<file path="src/rtl/uart_defs_pkg.sv">
// Shared constants for the ram1-bus UART responder: frame geometry and the
// 2-bit state encoding used by both the transmit and receive state machines.
package uart_defs;

  localparam int DATA_BITS        = 8;
  localparam int CLKS_PER_BIT_DEF = 96;   // 11.0592 MHz / 115200 baud
  localparam int BIT_CNT_W        = $clog2(DATA_BITS);

  localparam logic [1:0] UART_IDLE  = 2'd0;
  localparam logic [1:0] UART_START = 2'd1;
  localparam logic [1:0] UART_DATA  = 2'd2;
  localparam logic [1:0] UART_STOP  = 2'd3;

endpackage

</file>
<file path="src/rtl/uart_rx_core.sv">
// Serial receiver: synchronizes rxd, finds the start edge, samples every bit
// at mid-bit and reports a completed byte or a framing error as 1-cycle pulses.
module uart_rx_core
  import uart_defs::*;
#(
  parameter int CLKS_PER_BIT = CLKS_PER_BIT_DEF
) (
  input  logic                 clk,
  input  logic                 rst,
  input  logic                 rxd,
  output logic [DATA_BITS-1:0] rx_data,
  output logic                 byte_valid,
  output logic                 frame_err
);

  localparam int CNT_W = $clog2(CLKS_PER_BIT);
  localparam logic [CNT_W-1:0]     CNT_LAST = CNT_W'(CLKS_PER_BIT - 1);
  localparam logic [CNT_W-1:0]     CNT_HALF = CNT_W'(CLKS_PER_BIT / 2 - 1);
  localparam logic [BIT_CNT_W-1:0] BIT_LAST = BIT_CNT_W'(DATA_BITS - 1);

  logic                 rx_meta, rx_sync, rx_prev;
  logic [1:0]           state;
  logic [CNT_W-1:0]     cnt;
  logic [BIT_CNT_W-1:0] bit_cnt;
  logic [DATA_BITS-1:0] shreg;

  // Two-flop synchronizer plus one history flop for falling-edge detection
  always_ff @(posedge clk or negedge rst) begin
    if (!rst) begin
      rx_meta <= 1'b1;
      rx_sync <= 1'b1;
      rx_prev <= 1'b1;
    end else begin
      rx_meta <= rxd;
      rx_sync <= rx_meta;
      rx_prev <= rx_sync;
    end
  end

  // Receive FSM: half-bit start qualification, then one sample per bit period
  always_ff @(posedge clk or negedge rst) begin
    if (!rst) begin
      state      <= UART_IDLE;
      cnt        <= '0;
      bit_cnt    <= '0;
      byte_valid <= 1'b0;
      frame_err  <= 1'b0;
    end else begin
      byte_valid <= 1'b0;
      frame_err  <= 1'b0;
      case (state)
        UART_IDLE: begin
          cnt <= '0;
          if (rx_prev && !rx_sync) state <= UART_START;
        end
        UART_START: begin
          if (cnt == CNT_HALF) begin
            cnt     <= '0;
            bit_cnt <= '0;
            // A line already back high at mid start bit was a glitch
            state   <= rx_sync ? UART_IDLE : UART_DATA;
          end else begin
            cnt <= cnt + 1'b1;
          end
        end
        UART_DATA: begin
          if (cnt == CNT_LAST) begin
            cnt <= '0;
            if (bit_cnt == BIT_LAST) state <= UART_STOP;
            else                     bit_cnt <= bit_cnt + 1'b1;
          end else begin
            cnt <= cnt + 1'b1;
          end
        end
        default: begin
          // Leave right after the stop sample so a back-to-back start edge is seen
          if (cnt == CNT_LAST) begin
            cnt   <= '0;
            state <= UART_IDLE;
            if (rx_sync) byte_valid <= 1'b1;
            else         frame_err  <= 1'b1;
          end else begin
            cnt <= cnt + 1'b1;
          end
        end
      endcase
    end
  end

  // Data shifter, LSB arrives first
  always_ff @(posedge clk) begin
    if (state == UART_DATA && cnt == CNT_LAST) shreg <= {rx_sync, shreg[DATA_BITS-1:1]};
  end

  assign rx_data = shreg;

endmodule

</file>
<file path="src/rtl/uart_responder.sv">
// Device-side UART for the ram1-bus handshake: holding registers, strobe edge
// logic and the 8N1 transmitter; reception is delegated to uart_rx_core.
module uart_responder
  import uart_defs::*;
#(
  parameter int CLKS_PER_BIT = CLKS_PER_BIT_DEF
) (
  input  logic                 clk,
  input  logic                 rst,
  input  logic                 rdn,
  input  logic                 wrn,
  input  logic [DATA_BITS-1:0] bus_wdata,
  output logic [DATA_BITS-1:0] bus_rdata,
  output logic                 bus_rdata_oe,
  output logic                 data_ready,
  output logic                 tbre,
  output logic                 tsre,
  output logic                 overrun,
  output logic                 frame_err,
  input  logic                 rxd,
  output logic                 txd
);

  localparam int CNT_W = $clog2(CLKS_PER_BIT);
  localparam logic [CNT_W-1:0]     CNT_LAST = CNT_W'(CLKS_PER_BIT - 1);
  localparam logic [BIT_CNT_W-1:0] BIT_LAST = BIT_CNT_W'(DATA_BITS - 1);

  logic                 rdn_q, rdn_prev, wrn_q, wrn_prev;
  logic                 rd_rise, wr_rise, wr_ok, tx_load;
  logic [1:0]           tx_state;
  logic [CNT_W-1:0]     tx_cnt;
  logic [BIT_CNT_W-1:0] tx_bit;
  logic [DATA_BITS-1:0] thr, tx_shreg, rhr, rx_data;
  logic                 byte_valid;

  // Register the CPU strobes once and keep one history bit for edge detection
  always_ff @(posedge clk or negedge rst) begin
    if (!rst) begin
      rdn_q    <= 1'b1;
      rdn_prev <= 1'b1;
      wrn_q    <= 1'b1;
      wrn_prev <= 1'b1;
    end else begin
      rdn_q    <= rdn;
      rdn_prev <= rdn_q;
      wrn_q    <= wrn;
      wrn_prev <= wrn_q;
    end
  end

  assign rd_rise = rdn_q & ~rdn_prev;
  assign wr_rise = wrn_q & ~wrn_prev;
  // THR moves to the shifter from IDLE, or at the end of STOP for gapless frames
  assign tx_load = ~tbre & ((tx_state == UART_IDLE) ||
                            (tx_state == UART_STOP && tx_cnt == CNT_LAST));
  // A write landing on the transfer cycle is accepted: THR is being emptied
  assign wr_ok   = wr_rise & (tbre | tx_load);

  // Transmit FSM and holding-register status; txd is registered to stay glitch-free
  always_ff @(posedge clk or negedge rst) begin
    if (!rst) begin
      tx_state <= UART_IDLE;
      tx_cnt   <= '0;
      tx_bit   <= '0;
      tbre     <= 1'b1;
      tsre     <= 1'b1;
      txd      <= 1'b1;
    end else begin
      if (wr_ok)        tbre <= 1'b0;
      else if (tx_load) tbre <= 1'b1;
      case (tx_state)
        UART_IDLE: begin
          if (tx_load) begin
            tx_state <= UART_START;
            tx_cnt   <= '0;
            tsre     <= 1'b0;
            txd      <= 1'b0;
          end
        end
        UART_START: begin
          if (tx_cnt == CNT_LAST) begin
            tx_state <= UART_DATA;
            tx_cnt   <= '0;
            tx_bit   <= '0;
            txd      <= tx_shreg[0];
          end else begin
            tx_cnt <= tx_cnt + 1'b1;
          end
        end
        UART_DATA: begin
          if (tx_cnt == CNT_LAST) begin
            tx_cnt <= '0;
            if (tx_bit == BIT_LAST) begin
              tx_state <= UART_STOP;
              txd      <= 1'b1;
            end else begin
              tx_bit <= tx_bit + 1'b1;
              txd    <= tx_shreg[1];
            end
          end else begin
            tx_cnt <= tx_cnt + 1'b1;
          end
        end
        default: begin
          if (tx_cnt == CNT_LAST) begin
            tx_cnt <= '0;
            if (tx_load) begin
              tx_state <= UART_START;
              txd      <= 1'b0;
            end else begin
              tx_state <= UART_IDLE;
              tsre     <= 1'b1;
            end
          end else begin
            tx_cnt <= tx_cnt + 1'b1;
          end
        end
      endcase
    end
  end

  // Transmit data registers: THR captures the bus, shifter drains LSB first
  always_ff @(posedge clk) begin
    if (wr_ok) thr <= bus_wdata;
    if (tx_load) tx_shreg <= thr;
    else if (tx_state == UART_DATA && tx_cnt == CNT_LAST) tx_shreg <= tx_shreg >> 1;
  end

  uart_rx_core #(
    .CLKS_PER_BIT (CLKS_PER_BIT)
  ) u_rx (
    .clk        (clk),
    .rst        (rst),
    .rxd        (rxd),
    .rx_data    (rx_data),
    .byte_valid (byte_valid),
    .frame_err  (frame_err)
  );

  // Receive holding register: a new byte always beats a read-triggered clear
  always_ff @(posedge clk or negedge rst) begin
    if (!rst) begin
      rhr        <= '0;
      data_ready <= 1'b0;
      overrun    <= 1'b0;
    end else begin
      if (byte_valid && (!data_ready || rd_rise)) begin
        rhr        <= rx_data;
        data_ready <= 1'b1;
      end else if (rd_rise) begin
        data_ready <= 1'b0;
      end
      if (byte_valid && data_ready && !rd_rise) overrun <= 1'b1;
      else if (rd_rise)                         overrun <= 1'b0;
    end
  end

  assign bus_rdata_oe = ~rdn_q;
  assign bus_rdata    = rdn_q ? '0 : rhr;

endmodule

</file>
<file path="config.mk">
export PLATFORM = sky130hd
export DESIGN_NAME = uart_responder
export DESIGN_NICKNAME = d
export VERILOG_FILES = /design/src/rtl/uart_defs_pkg.sv /design/src/rtl/uart_rx_core.sv /design/src/rtl/uart_responder.sv
export SDC_FILE = /design/constraint.sdc
export NUM_CORES = 1
export LEC_CHECK = 0
export ABC_AREA = 1
export BUFFER_PORTS_ARGS = -buffer_cell sky130_fd_sc_hd__buf_2
export CORE_MARGIN = 2
export CORE_UTILIZATION = 39
export DETAILED_ROUTE_END_ITERATION = 16
export PLACE_DENSITY_LB_ADDON = 0.2
export SLEW_MARGIN = 40
export SYNTH_ARGS = -nofsm -noshare
export SYNTH_HDL_FRONTEND = slang
export SYNTH_SLANG_ARGS = --single-unit
</file>
<file path="constraint.sdc">
create_clock -name clk -period 3.2 [get_ports clk]
set_input_delay 0 -clock clk [delete_from_list [all_inputs] [get_ports clk]]
set_output_delay 0 -clock clk [all_outputs]
set_load 0.005 [all_outputs]
</file>
==> Word-level counts from Yosys, hierarchy flattened <==
Cells that the tools add are included.
{ "word_totals": {"romBits": 0, "mem_count": 0, "inputBits": 13, "ram_bits": 0, "regBits": 70, "latchBits": 0, "word_cells": 141} }
{ "classes": {"div_mod_pow": 0, "n_mux": 52, "n_bitwise": 10, "n_shift": 0, "multipliers": 0, "eq_ne": 21, "add_sub_neg": 4, "magnitude_cmp": 0, "n_reduce_logical": 30} }
{ "op_table": {"columns": ["cell", "n"], "rows": [
  ["2-to-1 mux 7 bit", 5],
  ["2-to-1 mux 8 bit", 3],
  ["2-to-1 mux 2 bit", 11],
  ["2-to-1 mux 1 bit", 20],
  ["2-to-1 mux 3 bit", 6],
  ["adder 7 x 1 -> 7 bit (second input constant)", 2],
  ["== test 7 bit (second input constant)", 2],
  ["one-hot mux 7 bit (2 select lines)", 1],
  ["nonzero test 2 bit", 7],
  ["inequality test 2 bit (second input constant)", 6],
  ["one-hot mux 2 bit (3 select lines)", 2],
  ["one-hot mux 3 bit (2 select lines)", 2],
  ["AND reduction 4 bit", 3],
  ["inequality test 2 x 1 -> 1 bit (second input constant)", 5],
  ["AND reduction 5 bit", 2],
  ["== test 7 x 6 -> 1 bit (second input constant)", 1],
  ["logical AND 1 bit", 7],
  ["adder 3 x 1 -> 3 bit (second input constant)", 2],
  ["== test 2 bit (second input constant)", 3],
  ["== test 3 bit (second input constant)", 2],
  ["inverter 1 bit", 5],
  ["AND 1 bit", 4],
  ["== test 2 x 1 -> 1 bit (second input constant)", 2],
  ["logical NOT 2 bit", 2],
  ["9 further kinds", 12]
]} }

==> Depth between registers and ports, before layout <==
Gate-level depths: netlist (run 1).
{ "logic_depth": {"word_depth": 7, "ltp_mapped": 9} }

==> Hierarchy <==
From an unflattened synthesis (run 1), not the netlist that was laid out.
{ "hier_totals": {"hier_cells": 308, "area_unflattened_um2": 3113.0} }
{ "by_module_without_submodules": {"columns": ["module", "n_inst", "area_per_inst_um2", "cells_each", "seq_area_each_um2"], "rows": [
  ["uart_responder", 1, 2040.7, 207, 1214.9],
  ["uart_rx_core", 1, 1072.3, 101, 669.4]
]} }

==> Worst setup path after synthesis (run 1) <==
Ideal clock, no wire load.
{ "synth_path": {"kind": "register to register", "startpoint": "register tx_cnt[0]", "endpoint": "register tx_shreg[0] (enable)", "stages_incl_launch_ff": 7, "arrival_ns": 1.438, "path_slack_ns": 1.433, "setup_time_ns": 0.329, "path_buffers": 1, "path_cell_list": "dfrtp_1 -> ha_1 -> nand3_4 -> o21ai_4 -> nand3_4 -> buf_6 -> nand2_1"} }
{ "synth_via": {"elab_chain_cells": 5, "elab_cells_between_ends": 6, "classes_between": "eq/ne (1); bitwise (1); reduce/logical (4)"} }
{ "synth_lines": {"columns": ["item", "line", "rtl"], "rows": [
  ["start: declaration", "uart_responder.sv:31", "logic [CNT_W-1:0] tx_cnt;"],
  ["start signal: assignment", "uart_responder.sv:87", "tx_cnt <= tx_cnt + 1'b1;"],
  ["start signal: assignment", "uart_responder.sv:101", "tx_cnt <= tx_cnt + 1'b1;"],
  ["start signal: assignment", "uart_responder.sv:115", "tx_cnt <= tx_cnt + 1'b1;"],
  ["== test 7 bit (*)", "uart_responder.sv:55, uart_responder.sv:126", null],
  ["logical AND 1 bit", "uart_responder.sv:55", "(tx_state == UART_STOP && tx_cnt == CNT_LAST));"],
  ["logical OR 1 bit", "uart_responder.sv:54", "assign tx_load = ~tbre & ((tx_state == UART_IDLE) ||"],
  ["AND 1 bit", "uart_responder.sv:54", null],
  ["nonzero test 2 bit (no line) (*)", null, null],
  ["end signal: assignment", "uart_responder.sv:125", "if (tx_load) tx_shreg <= thr;"],
  ["end signal: assignment", "uart_responder.sv:126", "else if (tx_state == UART_DATA && tx_cnt == CNT_LAST) tx_shreg <= tx_shreg >> 1;"],
  ["end: declaration", "uart_responder.sv:33", "logic [DATA_BITS-1:0] thr, tx_shreg, rhr, rx_data;"]
]} }
Every way passes the cells marked *; elsewhere a longest branch is shown, timed or not.
A chain may end at the register's enable or synchronous reset.

==> Final worst setup path (run 1) <==
{ "layout_path": {"startpoint": "register tx_cnt[0]", "endpoint": "register tx_shreg[2] (enable)"} }
Same word-level chain as after synthesis.

==> results.json, run 1 <==
{
  "status": "finished, final reports clean",
  "cts_resized": 0,
  "fin_cells": 459,
  "arrival_ns": 1.99,
  "finalCritPeriodShare": 0.619,
  "required_ns": 3.21,
  "gr-total-overflow": 0,
  "r2r_end": "tx_shreg[2]",
  "synth_nets": 328,
  "p_comb_frac": 0.081,
  "p_clk_frac": 0.371,
  "ys_types": 30,
  "viasPerCell": 4.42,
  "core_um2": 7690,
  "root_buffer": "clkbuf_8",
  "place_inst": 431,
  "p_seq_frac": 0.548,
  "start_util": 0.398,
  "syn_area_um2": 3060,
  "die_x_um": 92.6,
  "synth.area.top_cells": "dfrtp_1 29%, edfxtp_1 24%, dfstp_2 8.6%",
  "crit_chain": "ha_1, nand3_4, o21ai_4, nand3_4, nand2_1",
  "grt_pass1_vias": 1990,
  "numCtsBuffers": 9,
  "min_period_ns": 1.98,
  "pin_count": 28,
  "dieHeight_um": 92.6,
  "critPathMaxFanout": 19,
  "internal_power_uw": 1410,
  "postSynth.asyncResetShare": 0.657,
  "synth.most_common_cell": "nand2_1",
  "total_power_uw": 1860,
  "nNetsFinal": 375,
  "synth-seq-cells": 70,
  "drv_cap": 0,
  "num_antenna_cells": 0,
  "crit_path_start": "tx_cnt[0]",
  "seq_area_frac_synth": 0.615,
  "finalHoldViolations": 0,
  "finalSetupViolations": 0,
  "crit_path_frequent_cell": "nand3_4",
  "min_path_type": "in2async",
  "n_fill_cell": 761,
  "p_leak_uw": 0.00173,
  "grt_max_degree": 47,
  "cts_sinks": 70,
  "vias": 2030,
  "cts_buffer_depth": 2,
  "grtUsageTotal": 0.129,
  "worstMarginPinSlew_ns": 0.787,
  "tns_ns": 0,
  "dp_hpwl_mm": 3.38,
  "synth_top_area_cell": "dfrtp_1",
  "grt_antenna_before_repair": 0,
  "port-buffer-count": 27,
  "crit_path_start_kind": "flip-flop",
  "antenna_left": 0,
  "cts_tree": "yes",
  "drt_first_pass_iters": 4,
  "power_switching_uw": 454,
  "grt_pass1_wl_mm": 8.59,
  "synthToLayoutAreaGrowth_pct": 18.1,
  "dieArea_um2": 8580,
  "rr_worst_depth": 5,
  "slew_headroom": 0.473,
  "rrSetupSlack_ns": 1.22,
  "drtIter0Drc": 99,
  "gp_congestion": 0.825,
  "synth_edf_count": 24,
  "rows": 32,
  "finClkSkew_ns": 0.0111,
  "drive_gt1_frac": 0.182,
  "ir_drop_uv": 250,
  "stdcell_area_um2": 3620,
  "rr_startpoint": "tx_cnt[0]",
  "dpl-instance-area_um2": 3300,
  "ys_warn_count": 0,
  "cpMaxStageDelayCell": "dfrtp_1",
  "yosys-top-cells-count": "62 x nand2_1, 50 x inv_1, 42 x nor2_1, 36 x dfrtp_1, 24 x edfxtp_1",
  "synth_area_per_cell_um2": 10.0,
  "max_stage_delay_ns": 0.38,
  "ys.flop_type": "dfrtp_1",
  "routed_wl_mm": 4.90,
  "insertion_delay_ns": 0.34,
  "final_util": 0.470,
  "drc_errors": 0,
  "fmax_mhz": 505,
  "critPathCaptureType": "flip-flop",
  "p_sw_frac": 0.244,
  "grt_setup_unrepaired": "no",
  "synth_top_area_share": 0.294,
  "wl_per_cell_um": 10.7,
  "power.density_nw_per_um2": 515,
  "clkTransAtPathRegs_ns": 0.07,
  "syn_inst": 305,
  "criticalPathCategory": "reg2reg",
  "h-tree-depth": 3,
  "post_cts_buffers": 0,
  "slew_viol_final": 0
}
[power by group through the flow]
stage / sequential, µW / combinational [µW] / clock, µW
after floorplan: 1030 / 107 / 0
final: 1020 / 151 / 692
after CTS: 1020 / 157 / 717
after global routing: 1030 / 181 / 753
after detailed placement: 1040 / 144 / 0
after global placement: 1040 / 138 / 0
[worst max-delay path, delay by kind of cell, from the launching register on]
kind | cells | cell delay [ns]
AND/OR/NAND/NOR | 3 | 0.76
flip-flops | 1 | 0.38
AO/OA/AOI/OAI | 1 | 0.28
adder cells (fa/ha/maj) | 1 | 0.24
[cells by family (layout without fill, tap and decap cells)]
| kind of cell | count (synthesis) | count (layout) | share of synthesized area |
|---|---|---|---|
| and+or+nand+nor | 123 | 123 | 0.170 |
| DFF | 70 | 70 | 0.615 |
| buffers and inverters | 54 | 106 | 0.0703 |
| AOI/OAI and AO/OA | 40 | 40 | 0.0809 |
| adders and majority gates | 10 | 10 | 0.0408 |
| xor gates and xnor gates | 8 | 8 | 0.0229 |
[per-layer routing]
metal	track usage	wire length, µm	vias to the layer above
met3	0.0407	175	11
li1	-	-	1066
met4	0.0699	118	0
met1	0.166	2490	924
met2	0.194	2120	29
met5	0	0	-
[metrics by stage]
step | hold WS, ns | worst slack, ns
after floorplan | -0.296 | 1.43
after global placement | 0.105 | 1.25
after detailed placement | 0.0572 | 1.20
after CTS | 0.216 | 1.18
after global routing | 0.258 | 1.05
final | 0.193 | 1.22
[placed cells by master, fill, tap and decap left out, types with 2 or more instances in the layout]
cell	Yosys	layout
xnor2_1	2	2
inv_1	50	50
o21ai_1	2	2
a21oi_1	13	13
o21ai_2	7	7
nand2_1	62	62
dfstp_2	10	10
nor2_1	42	42
o21ai_0	12	12
dlygate4sd3_1	0	12
edfxtp_1	24	24
ha_1	10	10
o22ai_1	3	3
buf_2	1	26
nand3_1	9	9
or2_2	2	2
dfrtp_1	36	36
nand3_4	2	2
clkbuf_8	0	9
xor2_1	6	6
clkinv_4	0	2
[layout make-up]
cell class	instances	area [µm²]	area share
repair buffers	39	258	0.0713
clock inverters	6	63.8	0.0176
inverters	51	191	0.0529
flip-flops and latches	70	1880	0.521
well taps	102	128	0.0353
multi-input cells	181	963	0.266
clock buffers	10	128	0.0353
[registers in the layout (all words and copies together), names as in the netlist, 2 cells and up]
register      cells
u_rx.state        2
tx_shreg          8
tx_cnt            7
tx_bit            3
u_rx.rx_data      8
thr               8
u_rx.cnt          7
tx_state          2
rhr               8
u_rx.bit_cnt      3
[worst max-delay path by stage]
stage                             end  slack, ns
final                     tx_shreg[2]       1.22
after global routing      tx_shreg[2]       1.05
after CTS                 tx_shreg[2]       1.18
after detailed placement  tx_shreg[5]       1.20
after global placement    tx_shreg[5]       1.25
after floorplan           tx_shreg[0]       1.43
[repair_timing]
| action | in CTS | in global routing |
|---|---|---|
| hold buffers | 12 | 0 |
| hold endpoints to repair | 47 | 0 |
| setup endpoints to repair | 0 | 0 |
(Power assumes the default switching activity.)
==> inputs of run 2 (changes only) <==
Clock period 3.2 ns to 1.65 ns, I/O delays scaled along.
==> results.json, run 2 (same netlist as run 1, synthesis figures left out) <==
{
  "core_um2": 7690,
  "slew_viol_final": 0,
  "num_antenna_cells": 0,
  "critPathTopFamily": "flip-flops",
  "start_util": 0.398,
  "gp_congestion": 0.804,
  "die_x_um": 92.6,
  "drive_gt1_frac": 0.276,
  "routed_wl_mm": 5.47,
  "grt_antenna_before_repair": 0,
  "layout_commonest_cell": "nand2_1",
  "mostFrequentLayoutCells": "58 x nand2_1, 48 x inv_1, 39 x nor2_1",
  "cts_sinks": 70,
  "fmax_mhz": 613,
  "cts_buffer_depth": 2,
  "grt_pass1_vias": 2178,
  "port-buffer-count": 27,
  "arrival_ns": 1.74,
  "p_sw_frac": 0.238,
  "clkTransAtPathRegs_ns": 0.08,
  "p_comb_frac": 0.085,
  "antenna_left": 0,
  "viasPerCell": 4.45,
  "min_period_ns": 1.63,
  "grt_pass1_wl_mm": 9.47,
  "h-tree-depth": 3,
  "ir_drop_uv": 609,
  "max_stage_delay_ns": 0.40,
  "required_ns": 1.76,
  "synthToLayoutAreaGrowth_pct": 27.9,
  "gr-total-overflow": 0,
  "status": "finished, final reports clean",
  "critPathMaxFanout": 4,
  "fin_cells": 489,
  "dieHeight_um": 92.6,
  "place_ws_ns": -0.0852,
  "power_switching_uw": 861,
  "crit_chain": "ha_4, nand3_4, o21ai_4, nand3_2, buf_4, nand2_2, o21ai_2",
  "worstMarginPinSlew_ns": 0.581,
  "drc_errors": 0,
  "critPathCaptureType": "flip-flop",
  "dp_hpwl_mm": 3.70,
  "cpMaxStageDelayCell": "dfrtp_1",
  "grtUsageTotal": 0.142,
  "grt_max_degree": 47,
  "criticalPathCategory": "reg2reg",
  "power.density_nw_per_um2": 922,
  "insertion_delay_ns": 0.34,
  "pin_count": 28,
  "root_buffer": "clkbuf_8",
  "cts_tree": "yes",
  "finalHoldViolations": 0,
  "min_path_type": "in2async",
  "p_leak_uw": 0.00186,
  "rows": 32,
  "setup_slack_ns": 0.0191,
  "final_util": 0.509,
  "crit_path_start_kind": "flip-flop",
  "drv_cap": 0,
  "finalSetupViolations": 0,
  "dieArea_um2": 8580,
  "total_power_uw": 3610,
  "numCtsBuffers": 9,
  "drt_first_pass_iters": 4,
  "wl_per_cell_um": 11.2,
  "slew_headroom": 0.613,
  "p_seq_frac": 0.546,
  "internal_power_uw": 2750,
  "nNetsFinal": 405,
  "finClkSkew_ns": 0.00848,
  "place_inst": 453,
  "finalCritPeriodShare": 0.988,
  "drtIter0Drc": 35,
  "p_clk_frac": 0.369,
  "crit_buf_inv": 1,
  "vias": 2174,
  "grt_setup_unrepaired": "yes"
}
[run 2: changes by cell type in the layout (fill, tap and decap cells not counted), sizes merged]
cell and change:
buf +29, clkbuf +2, clkinv -3, clkinvlp +1, nand3 +1
[run 2: what timing repair did]
item,CTS,global route
pin swaps,2,5
hold buffers,12,0
gates resized for setup,2,14
setup endpoints to repair,27,34
setup buffers,5,2
gates cloned,1,0
hold endpoints to repair,47,0
[run 2: layer usage]
layer,global-route usage,vias up,wire [µm]
li1,-,1120,-
met1,0.176,1019,2620
met2,0.229,25,2590
met3,0.0391,10,137
met4,0.0735,0,117
met5,0,-,0
[run 2: area by class of cell]
type | instances | area, µm²
tap | 102 | 128
timing repair buffer | 68 | 502
inverter | 51 | 194
clock inverter | 4 | 50.0
fill | 744 | 3770
multi-input combinational | 182 | 1020
clock buffer | 12 | 135
sequential | 70 | 1880
[run 2: worst paths after layout]
check,from,to,slack (ns),depth (start not counted)
setup / recovery,tx_cnt[1],tx_shreg[6],0.02,7
hold / removal,rst,rhr[6],0.27,3
setup reg to reg,tx_cnt[1],tx_shreg[6],0.02,7
hold reg to reg,u_rx.rx_meta,u_rx.rx_sync,0.36,0
max in group asynchronous,rst,rhr[1],0.98,3
min in group clk,rxd,u_rx.rx_meta,0.30,2
[run 2: power groups by stage]
| stage | logic (µW) | registers (µW) | clock network (µW) |
|---|---|---|---|
| 3_5_place_dp | 297 | 2000 | 0 |
| 3_3_place_gp | 294 | 2010 | 0 |
| 6_report | 307 | 1970 | 1330 |
| 5_1_grt | 371 | 1990 | 1470 |
| 4_1_cts | 317 | 1970 | 1390 |
| 2_1_floorplan | 207 | 1990 | 0 |
[run 2: metrics by stage]
| step | cell area, µm² | setup TNS (ns) | hold WS (ns) |
|---|---|---|---|
| detailed placement | 3500 | -1.29 | 0.106 |
| finish | 3920 | 0 | 0.269 |
| floorplan | 3080 | 0 | -0.296 |
| global placement | 3500 | -0.129 | 0.105 |
| CTS | 3860 | 0 | 0.278 |
| global route | 3920 | -0.787 | 0.282 |
[run 2: worst register-to-register path: cells and delay by family, from the launching register on]
family          cells  cell delay (ns)
buf+inv             1             0.19
flops               1             0.40
compound gates      2             0.30
fa+ha+maj           1             0.17
simple gates        3             0.34
==> inputs of run 3 (changes only) <==
--- a/config.mk
+++ b/config.mk
@@ -16,2 +16,3 @@
 export SYNTH_HDL_FRONTEND = slang
+export SYNTH_HIERARCHICAL = 1
 export SYNTH_SLANG_ARGS = --single-unit
==> constraint.sdc (replaced) <==
create_clock -name clk -period 1.65 [get_ports clk]
set_input_delay 0.2475 -clock clk [delete_from_list [all_inputs] [get_ports clk]]
set_output_delay 0.2475 -clock clk [all_outputs]
set_load 0.005 [all_outputs]
==> results.json, run 3 <==
{
  "place_ws_ns": -0.0141,
  "drtIter0Drc": 114,
  "grt_antenna_before_repair": 0,
  "slew_viol_final": 0,
  "setup_slack_ns": 0.0318,
  "synth_area_per_cell_um2": 10.1,
  "synthToLayoutAreaGrowth_pct": 25.5,
  "synth_nets": 331,
  "h-tree-depth": 3,
  "mostFrequentLayoutCells": "54 x nand2_1, 44 x inv_1, 41 x nor2_1",
  "port-buffer-count": 27,
  "ys.flop_type": "dfrtp_1",
  "gr-total-overflow": 0,
  "place_inst": 448,
  "syn_inst": 308,
  "cts_sinks": 70,
  "routed_wl_mm": 5.60,
  "clkTransAtPathRegs_ns": 0.08,
  "layout_commonest_cell": "nand2_1",
  "root_buffer": "clkbuf_8",
  "use_met2": 0.225,
  "synth_top_area_share": 0.289,
  "cts_buffer_depth": 2,
  "arrival_ns": 1.72,
  "drt_first_pass_iters": 6,
  "antenna_left": 0,
  "required_ns": 1.75,
  "fmax_mhz": 618,
  "grtUsageTotal": 0.144,
  "grt_pass1_wl_mm": 9.67,
  "grt_pass1_vias": 2116,
  "dieHeight_um": 93.3,
  "p_leak_uw": 0.00182,
  "total_power_uw": 4240,
  "min_path_type": "in2reg",
  "rr_startpoint": "tx_cnt[1]",
  "gp_congestion": 0.729,
  "ys_types": 32,
  "synth.area.top_cells": "dfrtp_1 29%, edfxtp_1 23%, dfstp_2 8.4%",
  "grt_max_degree": 47,
  "status": "finished, final reports clean",
  "met3_usage": 0.0467,
  "grt-busiest-layer": "met2",
  "cts_tree": "yes",
  "min_period_ns": 1.62,
  "rows": 32,
  "die_x_um": 93.3,
  "power.density_nw_per_um2": 1090,
  "finalHoldViolations": 0,
  "met1_usage": 0.187,
  "crit_path_start_kind": "flip-flop",
  "dp_hpwl_mm": 3.82,
  "drv_cap": 0,
  "finalCritPeriodShare": 0.981,
  "min-delay-start": "bus_wdata[1]",
  "criticalPathCategory": "reg2reg",
  "postSynth.asyncResetShare": 0.657,
  "nNetsFinal": 391,
  "fin_cells": 475,
  "seq_area_frac_synth": 0.605,
  "start_util": 0.403,
  "synth_edf_count": 24,
  "synth-seq-cells": 70,
  "critPathCaptureType": "flip-flop",
  "core_um2": 7730,
  "syn_area_um2": 3110,
  "ir_drop_uv": 563,
  "num_antenna_cells": 0,
  "finClkSkew_ns": 0.0127,
  "finalSetupViolations": 0,
  "vias": 2149,
  "wl_per_cell_um": 11.8,
  "ys_warn_count": 6,
  "slew_headroom": 0.801,
  "grt_setup_unrepaired": "yes",
  "final_util": 0.506,
  "insertion_delay_ns": 0.34,
  "yosys-top-cells-count": "61 x nand2_1, 45 x inv_1, 44 x nor2_1, 36 x dfrtp_1, 24 x edfxtp_1",
  "drive_gt1_frac": 0.298,
  "critPathMaxFanout": 7,
  "drc_errors": 0,
  "numCtsBuffers": 9,
  "worstMarginPinSlew_ns": 0.298,
  "crit_path_start": "tx_cnt[1]",
  "pin_count": 28,
  "synth.most_common_cell": "nand2_1",
  "viasPerCell": 4.52,
  "synth_top_area_cell": "dfrtp_1",
  "dieArea_um2": 8710
}
## run 3: changes by cell type after synthesis, sizes merged, moves of 2 or more
cell | before | now
a21oi | 13 | 11
inv | 51 | 49
nand3 | 11 | 14
nor2 | 42 | 50
or2 | 3 | 1
## run 3: worst max-delay path, stage by stage (launching register included)
cell and delay (ns):
dfrtp_1 0.37, ha_2 0.22, nand3_4 0.10, o21ai_4 0.21
nand3_4 0.16, clkbuf_16 0.21, nand2_2 0.06, o21ai_2 0.05
## run 3: kinds of logic (layout without fill, tap and decap cells)
| logic type | after synthesis | after routing | synth area share |
|---|---|---|---|
| compound gates | 35 | 35 | 0.0703 |
| xor+xnor | 8 | 8 | 0.0225 |
| fa+ha+maj | 10 | 10 | 0.0402 |
| buf+inv | 52 | 117 | 0.0667 |
| flops | 70 | 70 | 0.605 |
| simple gates | 133 | 133 | 0.195 |
## run 3: path summary, 6_finish.rpt
kind / slack, ns / depth (start not counted) / end
worst max-delay path: 0.03 / 7 / tx_shreg[3]
worst min-delay path: 0.09 / 1 / thr[1]
worst max register to register: 0.03 / 7 / tx_shreg[3]
worst min register to register: 0.36 / 0 / u_rx/rx_sync
max in group asynchronous: 0.95 / 3 / wrn_prev
min in group asynchronous: 0.41 / 3 / tx_cnt[3]
## run 3: report_power, final
group / total, µW / leakage [µW] / switching (µW) / internal [µW]
sequential: 2070 / 0.000785 / 122 / 1950
combinational: 558 / 0.000923 / 332 / 226
clock: 1610 / 0.000114 / 634 / 979
## run 3: cell type report
cell class / instances / area [µm²]
clock buffers: 11 / 163
clock inverters: 5 / 78.8
fillers: 700 / 3820
inverters: 49 / 186
multi-input cells: 186 / 1080
flip-flops and latches: 70 / 1880
well taps: 102 / 128
repair buffers: 52 / 388
## run 3: layer usage
layer	up-vias	wire [µm]
met4	0	57
met2	32	2700
li1	1096	-
met3	5	198
met5	-	0
met1	1016	2650
## run 3: timing repair
action | CTS | global route
setup buffers | 0 | 6
hold buffers | 4 | 0
resized for setup | 1 | 15
endpoints found under the hold margin | 39 | 0
pin swaps | 0 | 4
endpoints found under the setup margin | 8 | 46
gates cloned | 0 | 1
## run 3: per-stage QoR
stage | cell area, µm² | setup TNS, ns | hold WS [ns]
floorplan | 3130 | 0 | -0.0481
global placement | 3510 | 0 | 0.247
detailed placement | 3510 | -0.120 | 0.248
finish | 3910 | 0 | 0.0877
CTS | 3790 | 0 | 0.0639
global route | 3910 | -0.293 | 0.0674
